**config.mk**
```make
export PLATFORM = sky130hd
export DESIGN_NAME = apb_cmd_master
export DESIGN_NICKNAME = d
export VERILOG_FILES = /design/src/rtl/apb_cmd_master.sv
export SDC_FILE = /design/constraint.sdc
export NUM_CORES = 1
export LEC_CHECK = 0
export BUFFER_PORTS_ARGS = -buffer_cell sky130_fd_sc_hd__buf_2
export CELL_PAD_IN_SITES_DETAIL_PLACEMENT = 1
export CELL_PAD_IN_SITES_GLOBAL_PLACEMENT = 2
export CORE_MARGIN = 1.5
export CORE_UTILIZATION = 28
export CTS_BUF_LIST = sky130_fd_sc_hd__clkbuf_4 sky130_fd_sc_hd__clkbuf_8
export DETAILED_ROUTE_END_ITERATION = 8
export GPL_TIMING_DRIVEN = 1
export PLACE_DENSITY = 0.95
export SLEW_MARGIN = 20
export SYNTH_ARGS = -nofsm -noshare
export SYNTH_HDL_FRONTEND = slang
export SYNTH_SLANG_ARGS = --single-unit
```
**constraint.sdc**
```tcl
create_clock -name b_pclk -period 4 [get_ports b_pclk]
set_input_delay 0.6 -clock b_pclk [delete_from_list [all_inputs] [get_ports b_pclk]]
set_output_delay 0.6 -clock b_pclk [all_outputs]
set_load 0.01 [all_outputs]
```
**src/rtl/apb_cmd_master.sv**
```systemverilog
// ---------------------------------------------------------------------------
// apb_cmd_master
//
// APB4 requester. Takes one command at a time from a valid/ready command
// port, runs a SETUP/ACCESS transfer on the APB bus for it, and returns the
// outcome (read data or timeout error) on a valid/ready response port.
//
// Ports
//   b_pclk, b_prst        clock, synchronous active-high reset
//   cmd_valid/cmd_ready   command handshake (cmd_ready is combinational)
//   cmd_write/addr/wdata/strb/prot   command payload
//   rsp_valid/rsp_ready   response handshake
//   rsp_rdata, rsp_err    response payload (rdata is 0 for writes/errors)
//   b_psel ... b_pstrb    APB request outputs (all registered)
//   b_prdata, b_pready    APB completer return
//
// TIMEOUT is the number of ACCESS cycles with b_pready low that are
// tolerated; on the last of them the transfer is aborted with rsp_err=1.
// TIMEOUT=0 waits forever.
// ---------------------------------------------------------------------------
module apb_cmd_master #(
    parameter int ADDR_WD = 32,
    parameter int DATA_WD = 32,
    parameter int STRB_WD = 4,
    parameter int PROT_WD = 3,
    parameter int TIMEOUT = 16
) (
    input  logic               b_pclk,
    input  logic               b_prst,
    // command port
    input  logic               cmd_valid,
    output logic               cmd_ready,
    input  logic               cmd_write,
    input  logic [ADDR_WD-1:0] cmd_addr,
    input  logic [DATA_WD-1:0] cmd_wdata,
    input  logic [STRB_WD-1:0] cmd_strb,
    input  logic [PROT_WD-1:0] cmd_prot,
    // response port
    output logic               rsp_valid,
    input  logic               rsp_ready,
    output logic [DATA_WD-1:0] rsp_rdata,
    output logic               rsp_err,
    // APB requester side
    output logic               b_psel,
    output logic               b_penable,
    output logic               b_pwrite,
    output logic [ADDR_WD-1:0] b_paddr,
    output logic [DATA_WD-1:0] b_pwdata,
    output logic [PROT_WD-1:0] b_pprot,
    output logic [STRB_WD-1:0] b_pstrb,
    input  logic [DATA_WD-1:0] b_prdata,
    input  logic               b_pready
);

    typedef enum logic [1:0] {
        ST_IDLE   = 2'd0,
        ST_SETUP  = 2'd1,
        ST_ACCESS = 2'd2
    } state_t;

    // Counter only has to reach TIMEOUT-1; one bit minimum keeps the
    // disabled / TIMEOUT=1 cases legal.
    localparam int CNT_WD = (TIMEOUT > 1) ? $clog2(TIMEOUT) : 1;
    localparam logic [CNT_WD-1:0] CNT_LAST = CNT_WD'((TIMEOUT > 0) ? (TIMEOUT - 1) : 0);

    state_t             state_q;
    logic [CNT_WD-1:0]  cnt_q;
    logic [CNT_WD-1:0]  cnt_d;
    logic               timeout_hit;
    logic               cmd_fire;

    logic               psel_q;
    logic               penable_q;
    logic               pwrite_q;
    logic [ADDR_WD-1:0] paddr_q;
    logic [DATA_WD-1:0] pwdata_q;
    logic [PROT_WD-1:0] pprot_q;
    logic [STRB_WD-1:0] pstrb_q;
    logic               rsp_valid_q;
    logic [DATA_WD-1:0] rsp_rdata_q;
    logic               rsp_err_q;

    // A new command is only taken when the bus is idle and the previous
    // response has been consumed; forced low while reset is asserted.
    assign cmd_ready = !b_prst && (state_q == ST_IDLE) && !rsp_valid_q;
    assign cmd_fire  = cmd_valid && cmd_ready;

    // Saturating increment: the counter never wraps back to 0, so a
    // disabled timeout cannot alias into a spurious abort.
    assign cnt_d       = (&cnt_q) ? cnt_q : (cnt_q + 1'b1);
    assign timeout_hit = (TIMEOUT != 0) && (cnt_q == CNT_LAST);

    always_ff @(posedge b_pclk) begin
        if (b_prst) begin
            state_q     <= ST_IDLE;
            cnt_q       <= '0;
            psel_q      <= 1'b0;
            penable_q   <= 1'b0;
            pwrite_q    <= 1'b0;
            paddr_q     <= '0;
            pwdata_q    <= '0;
            pprot_q     <= '0;
            pstrb_q     <= '0;
            rsp_valid_q <= 1'b0;
            rsp_rdata_q <= '0;
            rsp_err_q   <= 1'b0;
        end else begin
            case (state_q)
                ST_IDLE: begin
                    if (rsp_valid_q && rsp_ready) begin
                        rsp_valid_q <= 1'b0;
                    end
                    // cmd_fire implies rsp_valid_q==0, so no conflict above.
                    if (cmd_fire) begin
                        psel_q    <= 1'b1;
                        penable_q <= 1'b0;
                        pwrite_q  <= cmd_write;
                        paddr_q   <= cmd_addr;
                        pprot_q   <= cmd_prot;
                        // Reads never present write data or strobes.
                        pwdata_q  <= cmd_write ? cmd_wdata : '0;
                        pstrb_q   <= cmd_write ? cmd_strb  : '0;
                        state_q   <= ST_SETUP;
                    end
                end

                ST_SETUP: begin
                    penable_q <= 1'b1;
                    cnt_q     <= '0;
                    state_q   <= ST_ACCESS;
                end

                ST_ACCESS: begin
                    if (b_pready) begin
                        psel_q      <= 1'b0;
                        penable_q   <= 1'b0;
                        rsp_valid_q <= 1'b1;
                        rsp_err_q   <= 1'b0;
                        rsp_rdata_q <= pwrite_q ? '0 : b_prdata;
                        state_q     <= ST_IDLE;
                    end else if (timeout_hit) begin
                        psel_q      <= 1'b0;
                        penable_q   <= 1'b0;
                        rsp_valid_q <= 1'b1;
                        rsp_err_q   <= 1'b1;
                        rsp_rdata_q <= '0;
                        state_q     <= ST_IDLE;
                    end else begin
                        cnt_q <= cnt_d;
                    end
                end

                default: begin
                    psel_q    <= 1'b0;
                    penable_q <= 1'b0;
                    state_q   <= ST_IDLE;
                end
            endcase
        end
    end

    assign b_psel    = psel_q;
    assign b_penable = penable_q;
    assign b_pwrite  = pwrite_q;
    assign b_paddr   = paddr_q;
    assign b_pwdata  = pwdata_q;
    assign b_pprot   = pprot_q;
    assign b_pstrb   = pstrb_q;
    assign rsp_valid = rsp_valid_q;
    assign rsp_rdata = rsp_rdata_q;
    assign rsp_err   = rsp_err_q;

endmodule
```
After elaboration in Yosys (flattened, before gate mapping)
Index checks and enable logic that the tools add are counted.

operators by class
  reductions and logical operators = 17
  equal/unequal tests = 9
  bitwise gates (word level) = 1
  multiplexer cells = 24
  add/sub/neg operators = 1

operator list
  cell                                                   number
  2-to-1 mux 32 bit                                      4
  2-to-1 mux 4 bit                                       4
  2-to-1 mux 1 bit                                       8
  inequality test 2 bit, second input constant           4
  one-hot mux 4 bit (2 select lines)                     1
  AND reduction 4 bit                                    2
  2-to-1 mux 2 bit                                       3
  one-hot mux 1 bit (3 select lines)                     2
  one-hot mux 2 bit (3 select lines)                     1
  AND reduction 2 bit                                    3
  AND reduction 3 bit                                    2
  nonzero test 2 bit                                     3
  adder 4 x 1 -> 4 bit, second input constant            1
  equality test 4 bit, second input constant             1
  logical AND 1 bit                                      4
  inequality test 3 bit, second input constant           1
  equality test 2 x 1 -> 1 bit, second input constant    1
  equality test 2 bit, second input constant             1
  logical NOT 1 bit                                      2
  logical NOT 2 bit                                      1
  inequality test 2 x 1 -> 1 bit, second input constant  1
  one-hot mux 1 bit (2 select lines)                     1
  inverter 1 bit                                         1

word-level totals
  bits in registers = 114
  bits of input ports = 109
  logic and storage cells = 64
  output and inout port bits = 109

Depth between registers and ports, before layout
Gate-level depths: netlist (run 1).

  depth after elaboration = 6
  mapped depth = 6
  mapped depth without buffers = 4

Worst setup path after synthesis (run 1)
OpenSTA, ideal clock, no wires.

  kind = input port to output port
  start = input port b_prst
  end = output port cmd_ready
  slack = 1.929 ns
  buffers on the path = 2
  data required time = 3.400 ns
  data arrival time = 1.471 ns
  stages on the path = 4
  path through = clkbuf_1 > or4_4 > clkinv_4 > buf_6

between the ends
  longest elaborated chain between the ends = 3

RTL lines
  what                             RTL line  text
  start: declaration               29        input logic b_prst,
  logical NOT 1 bit                85        assign cmd_ready = !b_prst && (state_q == ST_IDLE) && !rsp_valid_q;
  logical AND 1 bit (2 in series)  85
  end: declaration                 32        output logic cmd_ready,

Every way passes these cells.

Worst setup path after layout (run 1)
  start = register state_q[1]
  end = output port cmd_ready

between the ends
  longest elaborated chain between the ends = 3

RTL lines
  what                             RTL line  text
  start: declaration               66        state_t state_q;
  start signal: assignment         95        state_q <= ST_IDLE;
  start signal: assignment         123       state_q <= ST_SETUP;
  start signal: assignment         130       state_q <= ST_ACCESS;
  logical NOT 2 bit                85
  logical AND 1 bit (2 in series)  85

Every way passes these cells.

==> results.toml, run 1 <==
[logic_synthesis]
syn_nets = 637
synth-edff-count = 0
syn_area_um2 = 4500
synth_top_area_share_pct = 50.3
synth_warnings = 0
synth-seq-area-share_pct = 50.3
synth-seq-cells = 113
synth_top_area_cell = "dfxtp_1"
synthCells = 527
avgSynthCellArea_um2 = 8.54
async_flop_share_pct = 0
synthFlopType = "dfxtp_1"
synth_area_leaders = "dfxtp_1 50%, nand4_1 9.4%, a21oi_1 8.7%, o21ai_1 7.8%, nand3_1 4.0%"
synth.distinct_cells = 32

[die]
die_x_um = 130
num_io_pins = 218
die_h_um = 130
start_util_pct = 28.5
core_area_um2 = 15800
num_rows = 46
dieArea_um2 = 16800

[power]
ir_drop_mv = 0.190
intPower_mw = 1.92
pwr-share-seq_pct = 45.8
sw_frac_of_total_pct = 25.4
p_comb_share_pct = 11.2
powerDensity_nw_per_um2 = 430
clkPwrFrac_pct = 42.9
total_power_mw = 2.57
netSwitchingPower_mw = 0.654
p_leak_nw = 2.56

[global_route]
gr-usage-met1_pct = 20.3
grt_util_met2_pct = 29.5
antenna_found_initial = 2
global_route.usage.total_pct = 17.4
grtUsageMet3_pct = 5.66
grt_pass1_wl_um = 22900
grt_overflow = 0
grt_max_degree = 79
grt_pass1_vias = 4535
top_usage_layer = "met2"

[cts]
cts_sinks = 113
cts_buffers = 17
cts_tree = "done"
cts.clk_slew.worst_paths_ns = 0.07
postCtsSetupBuffers = 0
worst_skew_pair.late_latency_ns = 0.42
htreeDepth = 4
clk_path_buf_depth = 2
cts_resized = 0
root_buffer = "clkbuf_8"
hold_buffers = 0

[sta]
rsz0062_at_grt = "false"
hold-worst-slack_ns = 0.412
fmax_ghz = 0.373
setup_violations = 0
maxSlewViolCount = 0
fin_setup_tns_ns = 0
fin_skew_ns = 0.00568
tightestPinTransition_ns = 0.876
slew_headroom_pct = 41.6
setup_ws_ns = 1.32
min_period_ns = 2.68
hold_viol = 0
min_period_over_period_pct = 67.0

[routing]
wl_per_cell_um = 15.8
wirelength_um = 14800
drc = 0
ant_nets = 0
viasPerCell = 4.94
drtIter0Drc = 220
vias = 4652
dr.pass1.iters = 4

[setup_path]
cp-end-kind = "primary output"
r2r_cells = 4
worstReg2RegStart = "state_q[1]"
startpoint_type = "flip-flop"
worstPathRequired_ns = 3.40
rrSetupSlack_ns = 2.07
critPathBufInv = 2
worstSetupPathType = "flip-flop to primary output"
crit_slowest_cell = "or4_4"
crit_chain = "or4_4 > clkinv_4 > buf_2"
cp_max_fo = 73
critPathArrivalTime_ns = 2.08
slowest_delay_ns = 0.60
reg2reg_to = "b_paddr[1]"
crit_family = "buffers and inverters"

[cells_and_area]
multi_input_area_um2 = 1860
finalNonFillerCells = 941
drive_gt1_share_pct = 36.5
area_growth_pct = 32.8
final_nets = 820
seq_area_um2 = 2260
fill_cells = 1994

[min_path]
hp-class = "input pin to flip-flop"
hold_depth = 3
min_from = "b_prdata[30]"
hold_end = "rsp_rdata[30]"

[placed_design]
pre_cts_slack_ns = 1.55
gp_congestion = 0.721
dpl.hpwl_um = 9530
placedCellCount = 907
numPortBuffers = 217

[run_status]
outcome = "complete, no violations"

[run]
maxCapViolCount = 0
-- sequential cells by signal, summed over array words and instances, names as in the netlist --
register   flops
b_pprot        3
b_psel         1
b_paddr       32
rsp_valid      1
rsp_rdata     32
state_q        2
b_pwrite       1
b_pwdata      32
cnt_q          4
rsp_err        1
b_pstrb        4
-- layout make-up --
| type | count | share of cell area (%) |
|---|---|---|
| Antenna cell | 2 | 0.0837 |
| Clock inverter | 5 | 1.26 |
| Sequential cell | 113 | 37.8 |
| Clock buffer | 27 | 5.59 |
| Tap cell | 216 | 4.52 |
| Multi-Input combinational cell | 347 | 31.1 |
| Inverter | 6 | 0.460 |
| Timing Repair Buffer | 225 | 19.2 |
-- per-layer routing --
metal,routed length [µm],vias to the layer above,part of all wire (%)
li1,-,2305,-
met1,6500,2213,44
met2,7380,125,50
met3,776,9,5.2
met4,163,0,1.1
met5,0,-,0
-- through the flow --
step                      instance area, µm²  util [%]
after global placement                  5560      35.3
final                                   5980      37.9
after global routing                    5980      37.9
after CTS                               5970      37.9
after floorplan                         4500         -
after detailed placement                5560      35.3
-- cell families (layout without fill, tap and decap cells) --
family | Yosys count | after routing | synth area share, %
AOI/OAI and AO/OA | 194 | 194 | 22.3
adders and majority gates | 1 | 1 | 0.278
buffers and inverters | 67 | 263 | 8.64
DFF | 113 | 113 | 50.3
muxes | 1 | 1 | 0.222
other | 0 | 2 | 0
and+or+nand+nor | 151 | 151 | 18.3
-- cell usage in the layout (no fill, tap or decap) --
| cell | count |
|---|---|
| ha_1 | 1 |
| clkbuf_8 | 21 |
| nand2_1 | 35 |
| and2_1 | 1 |
| o21a_1 | 1 |
| or4_4 | 1 |
| nor4_1 | 1 |
| nor2b_2 | 1 |
| and4b_1 | 2 |
| buf_2 | 217 |
| mux2i_1 | 1 |
| a31oi_1 | 3 |
| bufinv_16 | 2 |
| diode_2 | 2 |
| o21ai_0 | 35 |
| clkinv_4 | 1 |
| nor2b_1 | 2 |
| a31o_2 | 1 |
| o21ai_1 | 70 |
| nor3b_2 | 1 |
| nand3_1 | 36 |
| a21oi_1 | 78 |
| inv_2 | 2 |
| o31ai_1 | 1 |
| nand4_1 | 68 |
| o211a_1 | 1 |
| nor2_1 | 2 |
| clkbuf_4 | 6 |
| a311oi_1 | 1 |
| inv_1 | 3 |
| dfxtp_1 | 113 |
| buf_4 | 8 |
| clkinv_2 | 3 |
| a2111oi_0 | 1 |
| nor4bb_1 | 1 |
| o32ai_1 | 2 |
-- synthesized netlist by cell type (2+ instances only) --
| library cell | count |
|---|---|
| a31oi_1 | 3 |
| nor2_1 | 2 |
| buf_2 | 10 |
| buf_6 | 16 |
| clkbuf_1 | 34 |
| o21ai_0 | 35 |
| nand3_1 | 36 |
| o21ai_1 | 70 |
| and4b_1 | 2 |
| o32ai_1 | 2 |
| clkinv_1 | 2 |
| nand4_1 | 68 |
| inv_1 | 3 |
| nor2b_1 | 3 |
| a21oi_1 | 78 |
| nand2_1 | 35 |
| dfxtp_1 | 113 |
-- how the worst max path moves through the flow --
stage               startpoint        end  slack (ns)  cells past startpoint
finish              state_q[1]  cmd_ready        1.32                      3
global route        state_q[1]  cmd_ready        1.17                      3
CTS                 state_q[1]  cmd_ready        1.25                      3
detailed placement      b_prst  cmd_ready        1.55                      4
global placement        b_prst  cmd_ready        1.55                      4
floorplan               b_prst  cmd_ready        1.93                      4
-- power by group through the flow --
| stage | Sequential [mW] | Clock, mW | Combinational, mW |
|---|---|---|---|
| 2_1_floorplan | 1.22 | 0 | 0.172 |
| 3_3_place_gp | 1.20 | 0 | 0.292 |
| 6_report | 1.18 | 1.10 | 0.289 |
| 5_1_grt | 1.18 | 1.20 | 0.318 |
| 3_5_place_dp | 1.20 | 0 | 0.293 |
| 4_1_cts | 1.18 | 1.15 | 0.294 |
-- worst reg2reg max path, stage by stage, from the launching register on --
cell	delay, ns
dfxtp_1	0.42
or4_4	0.60
buf_4	0.38
o21ai_0	0.29
a21oi_1	0.09
Note: power is estimated with default switching activity, not from simulation.
==> run 2, diff against run 1 <==
ABC_AREA = 1   (was not set)
CORE_UTILIZATION = 24   (was 28)
PLACE_DENSITY = 0.91   (was 0.95)
clock period = 2.6 ns   (was 4 ns; I/O delays follow)
==> results.toml, run 2 <==
[cts]
cts_resized = 0
cts_tree = "done"
cts_sinks = 113
clk_path_buf_depth = 2
cts_buffers = 17
postCtsSetupBuffers = 0
hold_buffers = 0
root_buffer = "clkbuf_8"
cts.clk_slew.worst_paths_ns = 0.07
worst_skew_pair.late_latency_ns = 0.42
htreeDepth = 4

[die]
dieArea_um2 = 17800
num_rows = 47
num_io_pins = 218
core_area_um2 = 16600
start_util_pct = 24.6
die_h_um = 133
die_x_um = 133

[power]
p_leak_nw = 2.58
total_power_mw = 3.81
powerDensity_nw_per_um2 = 672
ir_drop_mv = 0.550

[sta]
tightestPinTransition_ns = 0.689
slew_headroom_pct = 54.1
min_period_over_period_pct = 66.4
setup_ws_ns = 0.875
hold_viol = 0
fin_skew_ns = 0.00688
rsz0062_at_grt = "false"
fin_setup_tns_ns = 0
hold-worst-slack_ns = 0.205
setup_violations = 0
fmax_ghz = 0.580
maxSlewViolCount = 0
min_period_ns = 1.73

[placed_design]
pre_cts_slack_ns = 0.863
placedCellCount = 918
numPortBuffers = 217
gp_congestion = 0.722
placed_cell_area_um2 = 5280
dpl.hpwl_um = 9080

[run_status]
outcome = "complete, no violations"

[setup_path]
startpoint_type = "flip-flop"
critPathArrivalTime_ns = 2.08
rrSetupSlack_ns = 0.87
worstPathRequired_ns = 2.95
cp-end-kind = "flip-flop"
cp_max_fo = 32
worstSetupPathType = "flip-flop to flip-flop"

[cells_and_area]
fill_cells = 2083
utilization_pct = 34.2
mostFrequentLayoutCells = "216 x buf_2, 187 x nand2_1, 113 x dfxtp_1, 110 x a21oi_1, 35 x nand3_1"
finalNonFillerCells = 949
area_growth_pct = 39.2
seq_area_um2 = 2260
stdcell_area_um2 = 5670
multi_input_area_um2 = 1560
final_nets = 827
drive_gt1_share_pct = 36.1
layout_commonest_cell = "buf_2"

[routing]
vias = 4145
wirelength_um = 13200
ant_nets = 0
viasPerCell = 4.37
dr.pass1.iters = 4
wl_per_cell_um = 13.9
drtIter0Drc = 111
drc = 0

[run]
maxCapViolCount = 0

[global_route]
grt_max_degree = 63
antenna_found_initial = 2
global_route.usage.total_pct = 15.4
grt_pass1_wl_um = 21300
grt_pass1_vias = 4228
grt_overflow = 0

[logic_synthesis]
syn_area_um2 = 4070
synth_area_leaders = "dfxtp_1 56%, nand2_1 17%, a21oi_1 14%, nand3_1 4.3%, buf_6 1.9%"
syn_nets = 620
synth_most_common_cell = "nand2_1"
synth-seq-area-share_pct = 55.5
synth_warnings = 0
synth_common_cells = "187 x nand2_1, 113 x dfxtp_1, 110 x a21oi_1, 35 x nand3_1, 13 x clkbuf_1"
synthCells = 510
synth_top_area_share_pct = 55.5
synthFlopType = "dfxtp_1"
synth.distinct_cells = 21
avgSynthCellArea_um2 = 7.99
synth-edff-count = 0
synth_top_area_cell = "dfxtp_1"
async_flop_share_pct = 0
synth-seq-cells = 113

[min_path]
hp-class = "input pin to flip-flop"
[run 2: cell types whose count changed after synthesis, sizes merged, moves of 3 or more]
cell    change
clkbuf     -21
a31oi       -3
clkinv      -3
nand2     +153
inv         +8
nor2b       -3
buf         -5
o21ai     -103
nand4      -66
nor2        +9
a21oi      +32
[run 2: where the power goes]
group          leakage, nW  internal, mW  total [mW]  switching (mW)
Clock                0.204         0.943        1.63           0.689
Combinational         1.46         0.144       0.363           0.219
Sequential           0.916          1.79        1.81          0.0279
[run 2: worst paths after layout]
path                 from  cells after the start             to
min          cmd_addr[28]                      3    b_paddr[28]
min reg2reg  b_pwdata[28]                      2   b_pwdata[28]
max reg2reg      cnt_q[0]                      7  rsp_rdata[11]
max              cnt_q[0]                      7  rsp_rdata[11]
[run 2: cell families after synthesis]
group,Yosys count,synth area share [%]
and+or+nand+nor,237,24.1
buffers and inverters,46,6.14
adders and majority gates,1,0.307
AOI/OAI and AO/OA,113,13.9
DFF,113,55.5
[run 2: final cells by class]
type | instances | share of cell area, %
diodes | 1 | 0.0441
repair buffers | 223 | 20.0
clock inverters | 4 | 0.838
multi-input cells | 351 | 27.6
clock buffers | 26 | 6.09
flip-flops and latches | 113 | 39.9
well taps | 220 | 4.85
inverters | 11 | 0.728
[run 2: critical path: stages (launching register included)]
cell,delay (ns)
dfxtp_1,0.38
ha_1,0.21
nand3_1,0.11
nand2_1,0.13
nand2_2,0.07
inv_2,0.43
nand3_1,0.16
a21oi_1,0.16
[run 2: routing by layer]
metal | up-vias | global-route usage (%) | wire length [µm]
met5 | - | 0 | 13
met4 | 2 | 4.89 | 148
met3 | 10 | 8.33 | 1390
met2 | 164 | 25.2 | 6030
met1 | 1902 | 17.1 | 5590
li1 | 2067 | - | -
==> run 3, diff against run 2 <==
clock period = 1.6 ns   (was 2.6 ns; I/O delays follow)
==> results.toml, run 3 (same netlist as run 2, synthesis figures left out) <==
[cells_and_area]
layout_commonest_cell = "buf_2"
mostFrequentLayoutCells = "216 x buf_2, 185 x nand2_1, 112 x dfxtp_1, 110 x a21oi_1, 35 x nand3_1"
seq_area_um2 = 2260
fill_cells = 2091
multi_input_area_um2 = 1580
utilization_pct = 35.7
finalNonFillerCells = 958
area_growth_pct = 45.3
drive_gt1_share_pct = 37.4
final_nets = 834
stdcell_area_um2 = 5920

[setup_path]
rrSetupSlack_ns = 0.12
startpoint_type = "flip-flop"
worstReg2RegStart = "state_q[0]"
worstSetupPathType = "flip-flop to flip-flop"
cp-end-kind = "flip-flop"
critPathArrivalTime_ns = 1.83
cp_max_fo = 13
r2r_cells = 7
worstPathRequired_ns = 1.95
reg2reg_to = "b_pstrb[0]"

[cts]
cts.clk_slew.worst_paths_ns = 0.07
cts_tree = "done"
cts_sinks = 113
htreeDepth = 4
root_buffer = "clkbuf_8"
hold_buffers = 0
cts_buffers = 17
clk_path_buf_depth = 2
worst_skew_pair.late_latency_ns = 0.43

[routing]
dr.pass1.iters = 4
vias = 4149
drtIter0Drc = 104
wl_per_cell_um = 13.9
drc = 0
ant_nets = 0
wirelength_um = 13400
viasPerCell = 4.33

[global_route]
grt_overflow = 0
grt_max_degree = 108
antenna_found_initial = 3
grt_pass1_vias = 4145
grt_pass1_wl_um = 21000
global_route.usage.total_pct = 15.0

[sta]
slew_headroom_pct = 65.0
min_period_over_period_pct = 92.4
setup_violations = 0
tightestPinTransition_ns = 0.525
hold_viol = 0
fin_skew_ns = 0.00748
maxSlewViolCount = 0
fmax_ghz = 0.676
min_period_ns = 1.48

[min_path]
min_from = "cmd_addr[18]"
hold_end = "b_paddr[18]"
hold_depth = 3
hp-class = "input pin to flip-flop"

[die]
die_h_um = 133
core_area_um2 = 16600
num_io_pins = 218
num_rows = 47
dieArea_um2 = 17800
start_util_pct = 24.6
die_x_um = 133

[power]
p_leak_nw = 2.69
ir_drop_mv = 0.476
total_power_mw = 6.75
powerDensity_nw_per_um2 = 1140

[run_status]
outcome = "complete, no violations"

[run]
maxCapViolCount = 0

[placed_design]
gp_congestion = 0.732
placed_cell_area_um2 = 5400
numPortBuffers = 217
placedCellCount = 923
dpl.hpwl_um = 9260
==> run 3: per-stage QoR <==
| step | setup slack, ns | hold slack [ns] | TNS [ns] |
|---|---|---|---|
| floorplan | 0.252 | 0.383 | 0 |
| global placement | 0.213 | 0.448 | 0 |
| detailed placement | 0.140 | 0.452 | 0 |
| CTS | 0.00366 | 0.00186 | 0 |
| global route | -0.0256 | 0.00630 | -0.0256 |
| finish | 0.121 | 0.0532 | 0 |
==> run 3: how the worst max path moves through the flow <==
stage / startpoint / endpoint / depth (start not counted)
CTS: state_q[1] / cmd_ready / 4
global route: cnt_q[0] / rsp_rdata[19] / 8
global placement: cnt_q[0] / rsp_rdata[15] / 8
floorplan: cnt_q[0] / rsp_rdata[10] / 7
detailed placement: state_q[1] / b_pwdata[21] / 6
finish: state_q[0] / b_pstrb[0] / 7
==> run 3: final cells by class <==
class,instances,share of cell area [%]
Antenna cell,1,0.0423
Clock buffer,22,4.80
Clock inverter,10,3.07
Inverter,11,0.698
Multi-Input combinational cell,351,26.6
Sequential cell,113,38.2
Tap cell,220,4.65
Timing Repair Buffer,230,21.9
==> run 3: worst max-delay path, stage by stage, from the launching register on <==
cell and delay [ns]:
dfxtp_2 0.35, nor2_4 0.14, buf_4 0.13, nand4_4 0.14, nor2_8 0.27, buf_12 0.17
nand2_1 0.06, a21oi_1 0.14
==> run 3: timing repair <==
item,in CTS,in global routing
setup endpoints to repair,1,7
pin swaps,0,2
resized for setup,1,5
cloned,0,1
setup buffers,0,1
==> run 3: power by group <==
group          total [mW]  internal [mW]  switching [mW]  leakage, nW
Clock                3.16           1.98            1.18        0.237
Combinational       0.644          0.275           0.369         1.53
Sequential           2.95           2.90          0.0457        0.917
==> run 3: routing by layer <==
metal	routed length [µm]	GRT usage [%]
met1	5600	17.5
met2	6100	23.7
met3	1500	8.07
met4	142	4.59
met5	13	0
